`src/rtl/uart_shift_unit.sv`:
```
// -----------------------------------------------------------------------------
// uart_shift_unit
//
// Bidirectional shift unit for the UART datapath. The same register serves
// receive (serial in, completed frame held on dout_o with a
// valid/ack/overrun handshake) and transmit (parallel load, serial out on
// sdo_o, with frame_done_o as the done indication).
//
// Parameters
//   WIDTH      frame length in bits, start and stop bits included (2..32)
//   LSB_FIRST  1: shift toward bit 0 (UART order); 0: shift toward bit WIDTH-1
//   RESET_VAL  contents of data_o after reset or clear_i
//
// Ports
//   clk_i         system clock, rising edge
//   rst_ni        asynchronous active-low reset
//   clear_i       synchronous clear of shift state and flags (dout_o is kept)
//   load_i        parallel load of load_data_i; count returns to 0
//   load_data_i   parallel word for transmit
//   shift_i       bit-time strobe, one bit per asserted cycle
//   sdi_i         serial data in
//   sdo_o         serial data out (data_o[0] or data_o[WIDTH-1])
//   data_o        live shift register contents
//   count_o       bits shifted so far in the current frame
//   dout_o        last completed frame, held
//   dout_valid_o  dout_o holds an unacknowledged frame
//   rd_ack_i      consumer acknowledge
//   frame_done_o  one-cycle pulse on the frame-completing shift
//   overrun_o     sticky: a frame completed while the previous was unread
// -----------------------------------------------------------------------------
module uart_shift_unit #(
   parameter int unsigned            WIDTH     = 10,
   parameter bit                     LSB_FIRST = 1'b1,
   parameter logic [WIDTH-1:0]       RESET_VAL = '0
) (
   input  logic                      clk_i,
   input  logic                      rst_ni,
   input  logic                      clear_i,
   input  logic                      load_i,
   input  logic [WIDTH-1:0]          load_data_i,
   input  logic                      shift_i,
   input  logic                      sdi_i,
   output logic                      sdo_o,
   output logic [WIDTH-1:0]          data_o,
   output logic [$clog2(WIDTH)-1:0]  count_o,
   output logic [WIDTH-1:0]          dout_o,
   output logic                      dout_valid_o,
   input  logic                      rd_ack_i,
   output logic                      frame_done_o,
   output logic                      overrun_o
);

   localparam int unsigned       CW   = $clog2(WIDTH);
   localparam logic [CW-1:0]     LAST = CW'(WIDTH - 1);

   logic [WIDTH-1:0] data_q, data_d;
   logic [CW-1:0]    count_q, count_d;
   logic [WIDTH-1:0] dout_q, dout_d;
   logic             dout_valid_q, dout_valid_d;
   logic             frame_done_q, frame_done_d;
   logic             overrun_q, overrun_d;
   logic [WIDTH-1:0] shifted;

   // Shift direction is fixed at elaboration; sdo taps the bit that leaves next.
   generate
      if (LSB_FIRST) begin : g_lsb_first
         assign shifted = {sdi_i, data_q[WIDTH-1:1]};
         assign sdo_o   = data_q[0];
      end else begin : g_msb_first
         assign shifted = {data_q[WIDTH-2:0], sdi_i};
         assign sdo_o   = data_q[WIDTH-1];
      end
   endgenerate

   always_comb begin
      data_d       = data_q;
      count_d      = count_q;
      dout_d       = dout_q;
      dout_valid_d = dout_valid_q;
      frame_done_d = 1'b0;
      overrun_d    = overrun_q;

      if (clear_i) begin
         // dout is deliberately kept so software can still read the last frame.
         data_d       = RESET_VAL;
         count_d      = '0;
         dout_valid_d = 1'b0;
         overrun_d    = 1'b0;
      end else begin
         // Acknowledge first; a completing shift below overrides it so that a
         // new frame arriving on the ack edge stays valid.
         if (rd_ack_i) begin
            dout_valid_d = 1'b0;
         end

         if (load_i) begin
            data_d  = load_data_i;
            count_d = '0;
         end else if (shift_i) begin
            data_d = shifted;
            if (count_q == LAST) begin
               count_d      = '0;
               dout_d       = shifted;
               dout_valid_d = 1'b1;
               frame_done_d = 1'b1;
               if (dout_valid_q && !rd_ack_i) begin
                  overrun_d = 1'b1;
               end
            end else begin
               count_d = count_q + CW'(1);
            end
         end
      end
   end

   always_ff @(posedge clk_i or negedge rst_ni) begin
      if (!rst_ni) begin
         data_q       <= RESET_VAL;
         count_q      <= '0;
         dout_q       <= '0;
         dout_valid_q <= 1'b0;
         frame_done_q <= 1'b0;
         overrun_q    <= 1'b0;
      end else begin
         data_q       <= data_d;
         count_q      <= count_d;
         dout_q       <= dout_d;
         dout_valid_q <= dout_valid_d;
         frame_done_q <= frame_done_d;
         overrun_q    <= overrun_d;
      end
   end

   assign data_o       = data_q;
   assign count_o      = count_q;
   assign dout_o       = dout_q;
   assign dout_valid_o = dout_valid_q;
   assign frame_done_o = frame_done_q;
   assign overrun_o    = overrun_q;

endmodule
```
`config.mk`:
```
export PLATFORM = sky130hd
export DESIGN_NAME = uart_shift_unit
export DESIGN_NICKNAME = d
export VERILOG_FILES = /design/src/rtl/uart_shift_unit.sv
export SDC_FILE = /design/constraint.sdc
export NUM_CORES = 1
export LEC_CHECK = 0
export ABC_AREA = 1
export CORE_MARGIN = 4
export CORE_UTILIZATION = 35
export DETAILED_ROUTE_END_ITERATION = 6
export GPL_TIMING_DRIVEN = 0
export PLACE_DENSITY = 0.65
export SLEW_MARGIN = 20
export SYNTH_ARGS = -nofsm -noshare
export SYNTH_HDL_FRONTEND = slang
export SYNTH_SLANG_ARGS = --single-unit
```
`constraint.sdc`:
```
create_clock -name clk_i -period 1.9 [get_ports clk_i]
set_clock_uncertainty 0.1 [all_clocks]
set_input_delay 0.38 -clock clk_i [delete_from_list [all_inputs] [get_ports clk_i]]
set_output_delay 0.38 -clock clk_i [all_outputs]
set_load 0.01 [all_outputs]
```
# Word-level counts from Yosys, hierarchy flattened
# Cells that the tools add are included.
[word_totals] regBits=27 in_bits=17 output_inout_bits=28 elab_cells=40
[classes] addsub=1 n_eq_ne=2 mux=21 bitwise_logic=2 reduce_logical=8
[ops] operator="$mux 10" count=3
[ops] operator="$mux 4" count=4
[ops] operator="$mux 1" count=14
[ops] operator="$reduce_and 4->1" count=2
[ops] operator="$reduce_bool 2->1" count=3
[ops] operator="$add 4x1->4 const B" count=1
[ops] operator="$eq 4x4->1 const B" count=1
[ops] operator="$reduce_bool 3->1" count=1
[ops] operator="$ne 2x2->1 const B" count=1
[ops] operator="$not 1->1" count=2
[ops] operator="$logic_and 1x1->1" count=1
[ops] operator="$logic_not 1->1" count=1

# Logic depth before layout (Yosys ltp)
# Gate-level depths: netlist of run 1.
[logic_depth] ltp_word=7 ltp_mapped=8 depth_no_buf=8

# Worst setup path before layout of run 1
# Ideal clock, no wire load.
[synth_timing] path_kind="register -> register" startpoint="register count_q[1] (netlist: count_o[1])" endpoint="register dout_q[3] (netlist: dout_o[3])" setup_ns=0.117 arrival_time_ns=1.222 required_time_ns=1.683 setup_slack_ns=0.461 stages_incl_launch_ff=9 path_buffers=1 cell_sequence="dfrtp_1 inv_1 ha_1 nand2_1 nor2_2 nand3_4 buf_6 nand2_1 nand2_1"
[synth_between] elab_chain_cells=2
[synth_rtl] element="start: declaration" line_no="57" rtl="logic [CW-1:0] count_q, count_d;"
[synth_rtl] element="start signal: assignment" line_no="126" rtl="count_q <= count_d;"
[synth_rtl] element="$eq 4x4->1" line_no="101" rtl="if (count_q == LAST) begin"
[synth_rtl] element="$reduce_and 4->1 (no line)"
[synth_rtl] element="end signal: assignment" line_no="127" rtl="dout_q <= dout_d;"
[synth_rtl] element="end: declaration" line_no="58" rtl="logic [WIDTH-1:0] dout_q, dout_d;"
# Every way passes these cells.
# A chain may end at the register's enable or synchronous reset.

# Final worst setup path of run 1
[layout_timing] startpoint="register count_q[0] (netlist: count_o[0])" endpoint="output port count_o[0]"
[layout_lines] element="end: declaration" line_no="45" rtl="output logic [$clog2(WIDTH)-1:0] count_o,"
# No word-level cell between the ends.

==> reports/metrics.yaml, run 1 <==
status:
  status: "finished clean"
logic_synthesis:
  syn-mean-instance-area_sq_um: 8.88
  synth_nets: 159
  synth_edf_count: 0
  ys_types: 20
  ys_warn_count: 0
  ys_seq_area_share_pct: 54.3
  ys.flop_type: "dfrtp_1"
  async_flop_share_pct: 100
  synth_area_sq_um: 1240
  ys_ff_latch: 27
  syn_inst: 140
clocking:
  clockRootBuffer: "clkbuf_4"
  cts_buffer_depth: 2
  cts_buffers: 3
  cts_sinks: 27
  clk_latency_ps: 320
  clkTransAtPathRegs_ps: 130
  cts_tree: "built"
  htreeDepth: 1
place:
  portBuffers: 44
  gp_congestion: 0.764
  dp_cells: 230
  placed_area_sq_um: 1740
  hpwlAfterDp_mm: 2.31
  pre_cts_ws_ps: -10.9
worst_setup_path:
  cp.required_ps: 1420
  worstPathCellList: "clkdlybuf4s50_1"
  cp_slowest_stage_delay_ps: 570
  end_kind: "output port"
  critical_path_class: "reg -> out"
  critPathTopFamily: "buffers and inverters"
  cp-start-kind: "flop"
  slowest_stage: "clkdlybuf4s50_1"
  cp.arrival_ps: 1340
  critical_path.max_fanout: 6
  critPathBufInv: 1
global_routing:
  grt_max_degree: 28
  grt_pass1_vias: 1119
  grtUsageTotal_pct: 15.2
  overflow: 0
  antenna_found_initial: 0
  grt_first_pass_wirelength_mm: 5.15
final_layout:
  final_cell_area_sq_um: 1780
  synthToLayoutAreaGrowth_pct: 43.0
  instances_no_fill: 235
  postLayoutCoreUtil_pct: 52.5
  layout-drive-gt1-share_pct: 14.8
  n_antenna_cell: 0
  final_cell_mix: "nand2_1 (45), clkdlybuf4s50_1 (42), dfrtp_1 (26), o21ai_0 (13)"
  nNetsFinal: 209
  mostFrequentLayoutCell: "nand2_1"
timing:
  min_period_ps: 1820
  worstMarginPinSlew_ps: 582
  fmax_mhz: 549
  fin_crit_sh_pct: 95.9
  setup_viol: 0
  maxSlewHeadroom_pct: 61.2
  hold_ws_ps: 396
  tns_ps: 0
  hold_viol_final: 0
  rsz0062_at_grt: "no"
  setup_ws_ps: 77.1
  drv_slew: 0
worst_hold_path:
  worstHoldPathType: "reg -> reg"
drt:
  drt-wirelength-per-cell_um: 12.9
  dr.pass1.iters: 4
  ant_nets: 0
  first_iter_violations: 52
  drt-total-wl_mm: 3.03
  vias: 1084
  viasPerCell: 4.61
  drc: 0
floorplan:
  die_w_um: 67.6
  fp.dieH_um: 67.6
  start_util_pct: 36.7
  rows: 21
  core_sq_um: 3390
  die_area_sq_um: 4570
  io_pins: 45
pwr:
  finalPower_mw: 1.03
  p_leak_nw: 0.811
  p_clk_share_pct: 23.9
  p_seq_share_pct: 59.6
  peakVddDrop_v: 0.000296
  cellPowerDensity_nw_per_um2: 577
  power_frac_comb_pct: 16.5
  p_int_mw: 0.762
  swShare_pct: 25.8
  p_sw_mw: 0.264
flow_run:
  maxCapViolCount: 0
==> cell usage after synthesis (2+ instances only) <==
library cell | count | area share, %
buf_6 | 2 | 1.8
ha_1 | 2 | 2.0
nor2_2 | 3 | 1.5
inv_2 | 2 | 0.60
or2_2 | 4 | 2.0
o21ai_0 | 13 | 5.2
o21ai_1 | 10 | 4.0
nor2_1 | 3 | 0.91
dfrtp_1 | 27 | 54
nand2_2 | 2 | 1.0
o21ai_2 | 6 | 4.2
nand3_1 | 4 | 1.6
a21oi_1 | 2 | 0.80
inv_1 | 10 | 3.0
nand2_1 | 45 | 14
==> power groups by stage <==
stage | registers [mW] | clock network, mW | logic, mW
after global routing | 0.616 | 0.276 | 0.189
after CTS | 0.612 | 0.251 | 0.174
final | 0.612 | 0.245 | 0.169
after floorplan | 0.629 | 0 | 0.0603
after detailed placement | 0.623 | 0 | 0.171
after global placement | 0.622 | 0 | 0.170
==> kinds of logic (layout without fill, tap and decap cells) <==
family          Yosys count  count (layout)  synth area share, %
simple gates             63              63                 22.6
compound gates           31              31                 14.3
flops                    27              27                 54.3
buf+inv                  17              66                 6.74
fa+ha+maj                 2               2                 2.01
==> flip-flops by register name, indices dropped and copies added, names as in the netlist <==
| name | cells |
|---|---|
| dout_valid_o | 1 |
| frame_done_o | 1 |
| count_o | 4 |
| data_o | 10 |
| dout_o | 10 |
| overrun_o | 1 |
==> routing by layer <==
layer  share of wire, %  track usage, %  routed length, um  vias to the layer above
li1                   -               -                  -                      545
met1                 44            18.3               1320                      508
met5                  0               0                  0                        -
met2                 50            26.5               1530                       27
met3                4.3            2.16                130                        4
met4                1.7            6.84                 51                        0
==> area by class of cell <==
type,instances,area (sq um)
inverters,13,48.8
multi-input cells,96,484
clock buffers,3,22.5
flip-flops and latches,27,677
fillers,327,1610
well taps,46,57.6
plain buffers,4,35.0
repair buffers,45,448
clock inverters,1,5.00
==> repair_timing <==
item                                   CTS  global route
gates resized for setup                  0             2
endpoints found under the hold margin   27             0
setup buffers                            0             0
setup endpoints to repair                0             2
hold buffers                             1             0
==> final timing paths <==
check	startpoint	to	slack, ps	cells after the start
worst max-delay path	count_o[0]	count_o[0]	80	1
worst min-delay path	dout_o[2]	dout_o[2]	400	2
worst max register to register	count_o[1]	dout_o[1]	320	8
worst min register to register	dout_o[2]	dout_o[2]	400	2
max in group asynchronous	rst_ni	count_o[2]	810	2
min in group asynchronous	rst_ni	dout_o[8]	460	2
Power figures use the tool's default switching activity.
==> inputs of run 2 (changes only) <==
Settings changed: CORE_MARGIN 4 to 8, PLACE_DENSITY 0.65 to 0.68.
Clock period 1.9 ns to 1.6 ns, I/O delays scaled along.
==> run 2 against run 1 <==
  * Flip-flop and latch count unchanged
  * Critical endpoint is now data_o[0]
  * Total power increased by 20%
  * Non-clock buffer count increased by 11
  * Cell count increased by 4.7%
==> reports/metrics.yaml, run 2 (synthesized netlist as in run 1, its figures left out) <==
worst_setup_path:
  cp_slowest_stage_delay_ps: 430
  critical_path_class: "reg -> out"
  slowest_stage: "dfrtp_1"
  worstPathCellList: "buf_4, clkdlybuf4s15_1"
  critPathTopFamily: "flip-flops"
  cp.required_ps: 1180
  critPathBufInv: 2
  reg2regPathDepth: 8
  end_kind: "output port"
  cp_num_cells: 2
  r2r-start: "count_o[1]"
  cp-start-kind: "flop"
  reg2reg_slack_ps: 90
  cp.arrival_ps: 1100
  critical_path.max_fanout: 3
  r2r_end: "dout_o[7]"
flow_run:
  maxCapViolCount: 0
timing:
  maxSlewHeadroom_pct: 59.6
  fin_crit_sh_pct: 94.9
  hold_ws_ps: 397
  worstMarginPinSlew_ps: 605
  min_period_ps: 1520
  hold_viol_final: 0
  setup_viol: 0
  fmax_mhz: 659
  drv_slew: 0
  setup_ws_ps: 82.1
worst_hold_path:
  hold-path-cell-count: 2
  worstHoldPathType: "reg -> reg"
  hp-start: "dout_o[5]"
  hold_end: "dout_o[5]"
final_layout:
  n_antenna_cell: 0
  fill_cells: 343
  mostFrequentLayoutCell: "nand2_1"
  layout-drive-gt1-share_pct: 21.0
  nNetsFinal: 220
  register_area_sq_um: 677
  multi_input_area_sq_um: 502
  postLayoutCoreUtil_pct: 55.9
  final_cell_mix: "nand2_1 (43), dlygate4sd2_1 (27), dfrtp_1 (26), clkdlybuf4s50_1 (15), o21ai_0 (12)"
  synthToLayoutAreaGrowth_pct: 51.2
global_routing:
  grt_first_pass_wirelength_mm: 5.88
  grt_pass1_vias: 1230
  antenna_found_initial: 0
  grt_max_degree: 28
  grtUsageTotal_pct: 13.4
  overflow: 0
drt:
  drt-total-wl_mm: 3.53
  vias: 1147
  drt-wirelength-per-cell_um: 14.3
  dr.pass1.iters: 4
  drc: 0
  first_iter_violations: 64
  viasPerCell: 4.66
  ant_nets: 0
status:
  status: "finished clean"
floorplan:
  core_sq_um: 3360
  start_util_pct: 37.0
  fp.dieH_um: 75.6
  die_area_sq_um: 5720
  die_w_um: 75.6
  io_pins: 45
  rows: 21
clocking:
  cts_tree: "built"
  clockRootBuffer: "clkbuf_4"
  cts_buffer_depth: 2
  htreeDepth: 1
  cts_sinks: 27
  clk_latency_ps: 310
  clkTransAtPathRegs_ps: 140
  cts_buffers: 3
pwr:
  p_leak_nw: 0.984
  cellPowerDensity_nw_per_um2: 656
  finalPower_mw: 1.23
  peakVddDrop_v: 0.000346
place:
  gp_congestion: 0.815
  portBuffers: 44
  hpwlAfterDp_mm: 2.49
  pre_cts_ws_ps: -222
-- run 2: changes by cell type in the layout (fill, tap and decap cells not counted), moves of 2 or more --
cell             previous run  this run
nand2_2                     2         4
nand2_1                    45        43
clkdlybuf4s50_1            42        15
buf_4                       1         9
dlygate4sd2_1               0        27
-- run 2: through the flow --
stage	cell area [sq um]	setup TNS [ps]	cells
floorplan	1240	0	140
global placement	1740	-10810	230
detailed placement	1740	-4410	230
CTS	1810	-304	244
global route	1880	-0.897	246
finish	1880	0	246
-- run 2: area by class of cell --
class / count / area share, %
Timing Repair Buffer: 56 / 28.1
Clock buffer: 4 / 1.40
Buffer: 4 / 2.06
Sequential cell: 27 / 36.0
Multi-Input combinational cell: 96 / 26.7
Inverter: 13 / 2.73
Tap cell: 46 / 3.06
-- run 2: worst max-delay path by stage --
stage	startpoint	to	slack, ps
6_report	data_o[0]	data_o[0]	80
5_1_grt	count_o[1]	dout_o[9]	-0.9
4_1_cts	count_o[1]	dout_o[1]	-60
3_5_place_dp	load_i	dout_o[0]	-220
3_3_place_gp	rst_ni	count_o[3]	-260
2_1_floorplan	count_o[1]	dout_o[3]	160
-- run 2: routing by layer --
layer	up-vias	global-route usage (%)	wire (um)
met4	0	3.20	9
met3	2	4.74	258
met1	542	15.8	1540
li1	569	-	-
met5	-	0	0
met2	34	22.8	1720
-- run 2: worst reg2reg max path: stages (launching register included) --
cell and delay (ps):
dfrtp_1 460, inv_4 90, ha_4 120, nand2_1 60, nor2_2 160, nand3_4 150
buf_12 170, nand2_1 60, o21ai_2 50
-- run 2: timing repair --
item                                    in CTS  in global routing
hold endpoints to repair                    27                  0
hold buffers                                 1                  0
pin swaps                                    0                  2
buffers inserted                             9                  2
endpoints found under the setup margin      28                 12
cloned                                       0                  1
resized for setup                           29                 10
-- run 2: power breakdown --
group,internal [mW],switching [mW],leakage [nW]
Combinational,0.111,0.110,0.604
Sequential,0.705,0.0185,0.365
Clock,0.0975,0.193,0.0150
Total,0.913,0.321,0.984
